[src/rtl/sync_fifo_pkg.sv]
// Shared defaults and types for the single-clock water-level FIFO.
// Module parameters default to these constants so every instance agrees unless overridden.
package sync_fifo_pkg;

    localparam int DEF_ADDR_WIDTH = 8;
    localparam int DEF_DEPTH      = 1 << DEF_ADDR_WIDTH;
    localparam int DEF_DATA_WIDTH = 8;
    localparam int DEF_AF         = 252;
    localparam int DEF_AE         = 4;

    // One extra bit so a completely full FIFO (DEPTH words) is representable.
    typedef logic [DEF_ADDR_WIDTH:0] count_t;

endpackage

[src/rtl/fifo_sdp_ram.sv]
// Simple dual-port RAM: one write port, one synchronous read port.
// The read register clears on reset; the array itself is never cleared.
module fifo_sdp_ram
    import sync_fifo_pkg::*;
#(
    parameter int DATA_WIDTH = DEF_DATA_WIDTH,
    parameter int ADDR_WIDTH = DEF_ADDR_WIDTH
) (
    input  logic                  clk,
    input  logic                  rst_n,
    input  logic                  we_i,
    input  logic [ADDR_WIDTH-1:0] waddr_i,
    input  logic [DATA_WIDTH-1:0] wdata_i,
    input  logic                  re_i,
    input  logic [ADDR_WIDTH-1:0] raddr_i,
    output logic [DATA_WIDTH-1:0] rdata_o
);

    localparam int DEPTH = 1 << ADDR_WIDTH;

    logic [DATA_WIDTH-1:0] mem [DEPTH];
    logic [DATA_WIDTH-1:0] rdata_q;

    always_ff @(posedge clk) begin
        if (we_i) begin
            mem[waddr_i] <= wdata_i;
        end
    end

    // The read register only updates on an accepted read, so it holds between reads.
    always_ff @(posedge clk) begin
        if (!rst_n) begin
            rdata_q <= '0;
        end else if (re_i) begin
            rdata_q <= mem[raddr_i];
        end
    end

    assign rdata_o = rdata_q;

endmodule

[src/rtl/sync_fifo_wl.sv]
// Single-clock FIFO with registered flags, water-level outputs and an optional
// output register stage (2-cycle read latency when OUTPUT_REG=1).
module sync_fifo_wl
    import sync_fifo_pkg::*;
#(
    parameter int DATA_WIDTH       = DEF_DATA_WIDTH,
    parameter int ADDR_WIDTH       = DEF_ADDR_WIDTH,
    parameter int ALMOST_FULL_NUM  = DEF_AF,
    parameter int ALMOST_EMPTY_NUM = DEF_AE,
    parameter int OUTPUT_REG       = 1
) (
    input  logic                  clk,
    input  logic                  rst_n,
    input  logic [DATA_WIDTH-1:0] wr_data,
    input  logic                  wr_en,
    output logic                  wr_full,
    output logic [ADDR_WIDTH:0]   wr_water_level,
    output logic                  almost_full,
    output logic [DATA_WIDTH-1:0] rd_data,
    input  logic                  rd_en,
    output logic                  rd_empty,
    output logic [ADDR_WIDTH:0]   rd_water_level,
    output logic                  almost_empty
);

    localparam int                DEPTH   = 1 << ADDR_WIDTH;
    localparam logic [ADDR_WIDTH:0] DEPTH_C = DEPTH[ADDR_WIDTH:0];
    localparam logic [ADDR_WIDTH:0] AF_C    = ALMOST_FULL_NUM[ADDR_WIDTH:0];
    localparam logic [ADDR_WIDTH:0] AE_C    = ALMOST_EMPTY_NUM[ADDR_WIDTH:0];

    logic [ADDR_WIDTH-1:0] wptr_q, wptr_d;
    logic [ADDR_WIDTH-1:0] rptr_q, rptr_d;
    logic [ADDR_WIDTH:0]   count_q, count_d;
    logic                  full_q, empty_q, afull_q, aempty_q;
    logic                  wr_acc, rd_acc;
    logic [DATA_WIDTH-1:0] ram_rdata;

    // Accept decisions use the registered flags, so a full FIFO drops a
    // simultaneous write and an empty FIFO ignores a simultaneous read.
    assign wr_acc = wr_en & ~full_q;
    assign rd_acc = rd_en & ~empty_q;

    always_comb begin
        wptr_d  = wr_acc ? wptr_q + 1'b1 : wptr_q;
        rptr_d  = rd_acc ? rptr_q + 1'b1 : rptr_q;
        count_d = count_q;
        case ({wr_acc, rd_acc})
            2'b10:   count_d = count_q + 1'b1;
            2'b01:   count_d = count_q - 1'b1;
            default: count_d = count_q;
        endcase
    end

    // Flags are derived from count_d so they change on the same edge as the count.
    always_ff @(posedge clk) begin
        if (!rst_n) begin
            wptr_q   <= '0;
            rptr_q   <= '0;
            count_q  <= '0;
            full_q   <= 1'b0;
            empty_q  <= 1'b1;
            afull_q  <= 1'b0;
            aempty_q <= 1'b1;
        end else begin
            wptr_q   <= wptr_d;
            rptr_q   <= rptr_d;
            count_q  <= count_d;
            full_q   <= (count_d == DEPTH_C);
            empty_q  <= (count_d == '0);
            afull_q  <= (count_d >= AF_C);
            aempty_q <= (count_d <= AE_C);
        end
    end

    fifo_sdp_ram #(
        .DATA_WIDTH (DATA_WIDTH),
        .ADDR_WIDTH (ADDR_WIDTH)
    ) u_ram (
        .clk     (clk),
        .rst_n   (rst_n),
        .we_i    (wr_acc),
        .waddr_i (wptr_q),
        .wdata_i (wr_data),
        .re_i    (rd_acc),
        .raddr_i (rptr_q),
        .rdata_o (ram_rdata)
    );

    generate
        if (OUTPUT_REG != 0) begin : g_oreg
            logic                  valid_q;
            logic [DATA_WIDTH-1:0] dout_q;

            // Second stage only loads when the RAM stage captured a real read.
            always_ff @(posedge clk) begin
                if (!rst_n) begin
                    valid_q <= 1'b0;
                    dout_q  <= '0;
                end else begin
                    valid_q <= rd_acc;
                    if (valid_q) begin
                        dout_q <= ram_rdata;
                    end
                end
            end

            assign rd_data = dout_q;
        end else begin : g_noreg
            assign rd_data = ram_rdata;
        end
    endgenerate

    assign wr_full        = full_q;
    assign rd_empty       = empty_q;
    assign almost_full    = afull_q;
    assign almost_empty   = aempty_q;
    assign wr_water_level = count_q;
    assign rd_water_level = count_q;

endmodule

[config.mk]
export PLATFORM = sky130hd
export DESIGN_NAME = sync_fifo_wl
export DESIGN_NICKNAME = d
export VERILOG_FILES = /design/src/rtl/sync_fifo_pkg.sv /design/src/rtl/fifo_sdp_ram.sv /design/src/rtl/sync_fifo_wl.sv
export SDC_FILE = /design/constraint.sdc
export NUM_CORES = 2
export LEC_CHECK = 0
export BUFFER_PORTS_ARGS = -buffer_cell sky130_fd_sc_hd__buf_2
export CORE_MARGIN = 1
export CORE_UTILIZATION = 25
export CTS_CLUSTER_DIAMETER = 40
export DETAILED_ROUTE_END_ITERATION = 10
export GPL_ROUTABILITY_DRIVEN = 0
export PLACE_DENSITY_LB_ADDON = 0.3
export SYNTH_ARGS = -nofsm -noshare
export SYNTH_HDL_FRONTEND = slang
export SYNTH_SLANG_ARGS = --single-unit
[constraint.sdc]
create_clock -name clk -period 3.8 [get_ports clk]
set_input_delay 1.14 -clock clk [delete_from_list [all_inputs] [get_ports clk]]
set_output_delay 1.14 -clock clk [all_outputs]
set_load 0.1 [all_outputs]
---- Word-level counts from Yosys, hierarchy flattened ----
Memories as Yosys holds them, arrays and structs flattened. A register that Yosys moved wholly into a read port is not among the register bits.
Index checks and enable logic that the tools add are counted.
storage, ports and cells
  bits in writable memories ............... 2048
  register bits after elaboration ......... 38
  memories ................................ 1
  output and inout port bits .............. 30
  logic and storage cells ................. 28
memories
  memory     depth  bits a word  read ports  clocked after Yosys merged registers in  wr ports  line                RTL
  u_ram.mem  256    8            1           1                                        1         fifo_sdp_ram.sv:21  logic [DATA_WIDTH-1:0] mem [DEPTH];
cells by class
  bitwise gates (word level) .............. 4
  mux-type cells .......................... 3
  $lt $le $gt $ge ......................... 2
  reductions and logical operators ........ 2
  add/subtract/negate cells ............... 4
  equal/unequal tests ..................... 3
operators by type and width
  cell                   number
  $pmux W9 S2            1
  $add A8 B1 Y8 const B  2
  $add A9 B1 Y9 const B  1
  $eq A9 B9 Y1 const B   1
  $ge A9 B8 Y1 const B   1
  $le A9 B3 Y1 const B   1
  $logic_not A9 Y1       1
  $sub A9 B1 Y9 const B  1
  $and A1 B1 Y1          2
  $eq A2 B1 Y1 const B   1
  $eq A2 B2 Y1 const B   1
  $mux W1                2
  $not A1 Y1             2
  $logic_not A1 Y1       1

---- Logic depth before layout (Yosys ltp) ----
  depth in word-level cells ............... 5
  depth in mapped cells ................... 13
  depth with buffers taken out ............ 12

---- By module ----
A second synthesis with hierarchy kept.
unflattened totals
  cell total of the unflattened synthesis .. 4195
  area, all modules ....................... 83078.4 um^2
by module, submodules not included
  module        times used  cells an instance  seq. area each (um^2)  area an instance (um^2)
  fifo_sdp_ram  1           3939               61659.1                80782.5
  sync_fifo_wl  1           256                760.7                  2296.0

---- Least setup slack after synthesis ----
No wires, ideal clock.
  path kind ............................... input to register
  from .................................... input wr_en
  to ...................................... register aempty_q, in the netlist almost_empty
  arrival ................................. 3.539 ns
  setup slack ............................. 0.174 ns
  required time ........................... 3.713 ns
  cell stages on the path ................. 10
  buffers on the path ..................... 1
  path through ............................ nor2b_4 -> inv_2 -> clkbuf_1 -> ha_1 -> nor3_1 -> o211ai_1 -> o221ai_1 -> xor2_1 -> or4_4 -> o31ai_1
between the ends
  cells in the longest elaborated chain, start to end .. 4
  elaborated cells between the ends (all ways) .. 5
ends and longest elaborated chain
  item                                                 line                RTL
  start: declaration                                   sync_fifo_wl.sv:15  input logic wr_en,
  $and A1 B1 Y1 (*)                                    sync_fifo_wl.sv:40  assign wr_acc = wr_en & ~full_q;
  $eq A2 B1 Y1 / $eq A2 B2 Y1 (equally long branches)  sync_fifo_wl.sv:47  case ({wr_acc, rd_acc})
  $pmux W9 S2 (*)                                      sync_fifo_wl.sv:47
  $le A9 B3 Y1 (*)                                     sync_fifo_wl.sv:71  aempty_q <= (count_d <= AE_C);
  end signal: assignment                               sync_fifo_wl.sv:71
  end: declaration                                     sync_fifo_wl.sv:34  logic full_q, empty_q, afull_q, aempty_q;
Mark *: on every way between the ends. The rest lies on a longest branch, timed or not.
A chain may end at the register's enable or synchronous reset.

---- Worst setup path in the final report ----
  from .................................... register count_q[2], in the netlist rd_water_level[2]
  to ...................................... output wr_water_level[2]
RTL lines
  item                      line                RTL
  start: declaration        sync_fifo_wl.sv:33  logic [ADDR_WIDTH:0] count_q, count_d;
  start signal: assignment  sync_fifo_wl.sv:67  count_q <= count_d;
  end: declaration          sync_fifo_wl.sv:17  output logic [ADDR_WIDTH:0] wr_water_level,
No word-level cell between the ends.

==> reports/qor.json <==
{
  "critPathRequiredTime_ps": 2660,
  "maximum_fanout_encountered_on_the_critical_timing_path": 14,
  "synth-edff-count": 2048,
  "stdcell_area_um2": 102000,
  "tightest_slew_ps": 1120,
  "post-cts-setup-buffer-count": 0,
  "yosys_most_used_dff": "sky130_fd_sc_hd__edfxtp_1",
  "power_share_of_the_combinational_group_pct": 8.3,
  "critPathSlowestCell": "sky130_fd_sc_hd__dfxtp_1",
  "clkLatencyLatePin_ps": 960,
  "period_share_pct": 91.1,
  "ctsHoldBuffers": 0,
  "detail_route.iter0.violations": 4439,
  "track_usage_pct": 13.7,
  "timing.critical_path.from_type": "flop",
  "die_y_um": 575,
  "timing.hold.worst.class": "reg2reg",
  "post_route_cells_drive_above_1_share_pct": 30.0,
  "gr-usage-met3_pct": 2.33,
  "internal_power_w": 0.0471,
  "peakVddDrop_v": 0.000522,
  "top_usage_layer": "met2",
  "clockBufferDepth": 4,
  "synth_top_area_share_pct": 74.8,
  "postCtsResizedCells": 0,
  "detail_route.drc_violations": 0,
  "cts.clk_slew.worst_paths_ps": 50,
  "synthTopCellsByArea": "sky130_fd_sc_hd__edfxtp_1, sky130_fd_sc_hd__mux4_2, sky130_fd_sc_hd__mux2i_1, sky130_fd_sc_hd__nor2_1, sky130_fd_sc_hd__o221ai_1",
  "tritoncts": "built",
  "overflow": 0,
  "grt_antenna_before_repair": 13,
  "static-leakage-power_nw": 32.0,
  "criticalPathCategory": "reg2out",
  "clock-sinks": 2094,
  "totalNegativeSetupSlack_ps": 0,
  "power.share.switching_pct": 22.8,
  "area_growth_syn_to_layout_pct": 24.0,
  "timing.max_cap.violations": 0,
  "synthMostInstantiatedCell": "sky130_fd_sc_hd__edfxtp_1",
  "ys_async_sr_fraction_pct": 0,
  "dp_wirelength_mm": 146,
  "net-switching-power_w": 0.0139,
  "first_global_vias": 44600,
  "clock_tree.htree_level_count": 5,
  "core_um2": 327000,
  "clockRootBuffer": "sky130_fd_sc_hd__clkbuf_16",
  "power.share.clock_pct": 49.8,
  "timing.critical_path.cells": "buf_4 > buf_2",
  "synthTopCellsByCount": "sky130_fd_sc_hd__edfxtp_1, sky130_fd_sc_hd__mux4_2, sky130_fd_sc_hd__nor2_1",
  "wl_per_cell_um": 24.7,
  "status": "finished, final reports clean",
  "wire_length_of_the_first_global_routing_pass_mm": 330,
  "finalSetupViolations": 0,
  "vias_after_detailed_routing": 43500,
  "post_synth.cell_area_avg_um2": 19.7,
  "grt_setup_unrepaired": "false",
  "firstDrtPassIters": 6,
  "numCtsBuffers": 339,
  "count_of_buffers_inserted_at_the_top_level_ports": 41,
  "num-nets-final": 4796,
  "num_rows": 210,
  "timing.clock.skew_ps": 95.6,
  "finalHoldViolations": 0,
  "setup.worst_path.end_class": "output pin",
  "arrival_ps": 2320,
  "synthCells": 4166,
  "final_period_minus_worst_setup_slack_ps": 3460,
  "ys_warn_count": 0,
  "sequentialPowerShare_pct": 41.9,
  "gr-usage-met2_pct": 22.2,
  "number_of_nets_in_the_synthesized_netlist": 4185,
  "power_w": 0.0610,
  "design.die.area_um2": 331000,
  "number_of_synthesized_register_bits": 2094,
  "die_width_um": 575,
  "yosysSeqAreaShare_pct": 75.9,
  "syn_area_um2": 82200,
  "power.density_cell_area_nw_per_um2": 599,
  "detail_route.vias_per_cell": 4.63,
  "synthDistinctLibCells": 70,
  "fmax_mhz": 289,
  "gr-usage-met1_pct": 18.7,
  "finalMaxSlewViolations": 0,
  "dpl-instance-area_um2": 90600,
  "i_o_pin_total": 42,
  "totalWireLength_mm": 231,
  "final.fill_count": 31500,
  "grt_start_max_net_pins": 106,
  "slew_headroom_pct": 24.3,
  "synth.largest_area_cell": "sky130_fd_sc_hd__edfxtp_1",
  "effective_utilization_at_floorplan_pct": 25.1,
  "timing.critical_path.slowest_cell_delay_ps": 630,
  "ant_nets": 0
}
[layout make-up]
type	instances	area, µm²	area share, %
clock buffer	366	8670	8.51
antenna	2	5.00	0.00491
clock inverter	231	2620	2.57
timing repair buffer	537	4630	4.55
inverter	15	63.8	0.0626
multi-input combinational	1790	18100	17.7
tap	4346	5440	5.34
sequential	2094	62400	61.3
[path summary, 6_finish.rpt]
check	to	depth (start not counted)	startpoint	slack [ps]
worst max-delay path	wr_water_level[2]	2	rd_water_level[2]	340
worst min-delay path	rd_data[1]	2	u_ram.rdata_o[1]	520
worst max register to register	u_ram.rdata_o[5]	8	rptr_q[1]	390
worst min register to register	rd_data[1]	2	u_ram.rdata_o[1]	520
[metrics by stage]
step | hold WS (ps) | utilization, % | std cells | setup WS, ps
floorplan | 456 | - | 4166 | 174
global placement | 493 | 27.7 | 8782 | -43.3
detailed placement | 492 | 27.7 | 8782 | 18.3
CTS | 512 | 31.2 | 9379 | 272
global route | 553 | 31.2 | 9380 | 158
finish | 516 | 31.2 | 9381 | 339
[registers in the layout (all words and copies together) (netlist names)]
name	cells
rptr_q	8
u_ram.mem	2048
rd_empty	1
almost_full	1
u_ram.rdata_o	8
almost_empty	1
wptr_q	8
wr_full	1
rd_data	8
g_oreg.valid_q	1
rd_water_level	9
[power by group through the flow]
stage	sequential [W]	clock, W	combinational [W]
2_1_floorplan	0.0261	0	0.00344
3_3_place_gp	0.0260	0	0.00514
3_5_place_dp	0.0260	0	0.00516
4_1_cts	0.0256	0.0310	0.00516
5_1_grt	0.0256	0.0319	0.00539
6_report	0.0256	0.0304	0.00507
[critical path, delay by kind of cell (launching register included)]
family   cells  cell delay (ps)
buf+inv      2              710
flops        1              630
[logic make-up after synthesis]
kind of cell / share of synthesized area [%]
AO/OA/AOI/OAI: 4.06
adder cells (fa/ha/maj): 0.107
flip-flops: 75.9
multiplexers: 14.3
AND/OR/NAND/NOR: 3.22
XOR/XNOR: 0.234
buffers and inverters: 2.20
[cells in the final DEF (no fill, tap or decap), types with 23 or more instances in the layout]
cell,count
sky130_fd_sc_hd__mux2i_1,267
sky130_fd_sc_hd__o221ai_1,107
sky130_fd_sc_hd__clkinv_4,35
sky130_fd_sc_hd__nor2_1,342
sky130_fd_sc_hd__o21ai_0,44
sky130_fd_sc_hd__buf_12,50
sky130_fd_sc_hd__clkinv_1,40
sky130_fd_sc_hd__bufinv_16,43
sky130_fd_sc_hd__o22ai_1,57
sky130_fd_sc_hd__mux4_2,399
sky130_fd_sc_hd__edfxtp_1,2048
sky130_fd_sc_hd__clkbuf_1,23
sky130_fd_sc_hd__clkinvlp_4,41
sky130_fd_sc_hd__buf_4,446
sky130_fd_sc_hd__clkbuf_16,343
sky130_fd_sc_hd__buf_2,33
sky130_fd_sc_hd__dfxtp_1,42
sky130_fd_sc_hd__a22oi_1,62
sky130_fd_sc_hd__inv_6,33
sky130_fd_sc_hd__nand3_1,34
sky130_fd_sc_hd__a21oi_1,92
sky130_fd_sc_hd__nand2_1,130
sky130_fd_sc_hd__clkinv_2,30
[per-layer routing]
metal  share of wire, %  vias up
met5                  0        -
met2                 48     1495
met4                2.8        0
met3                6.1      365
li1                   -    18500
met1                 43    23100
Note: power is estimated with default switching activity, not from simulation.
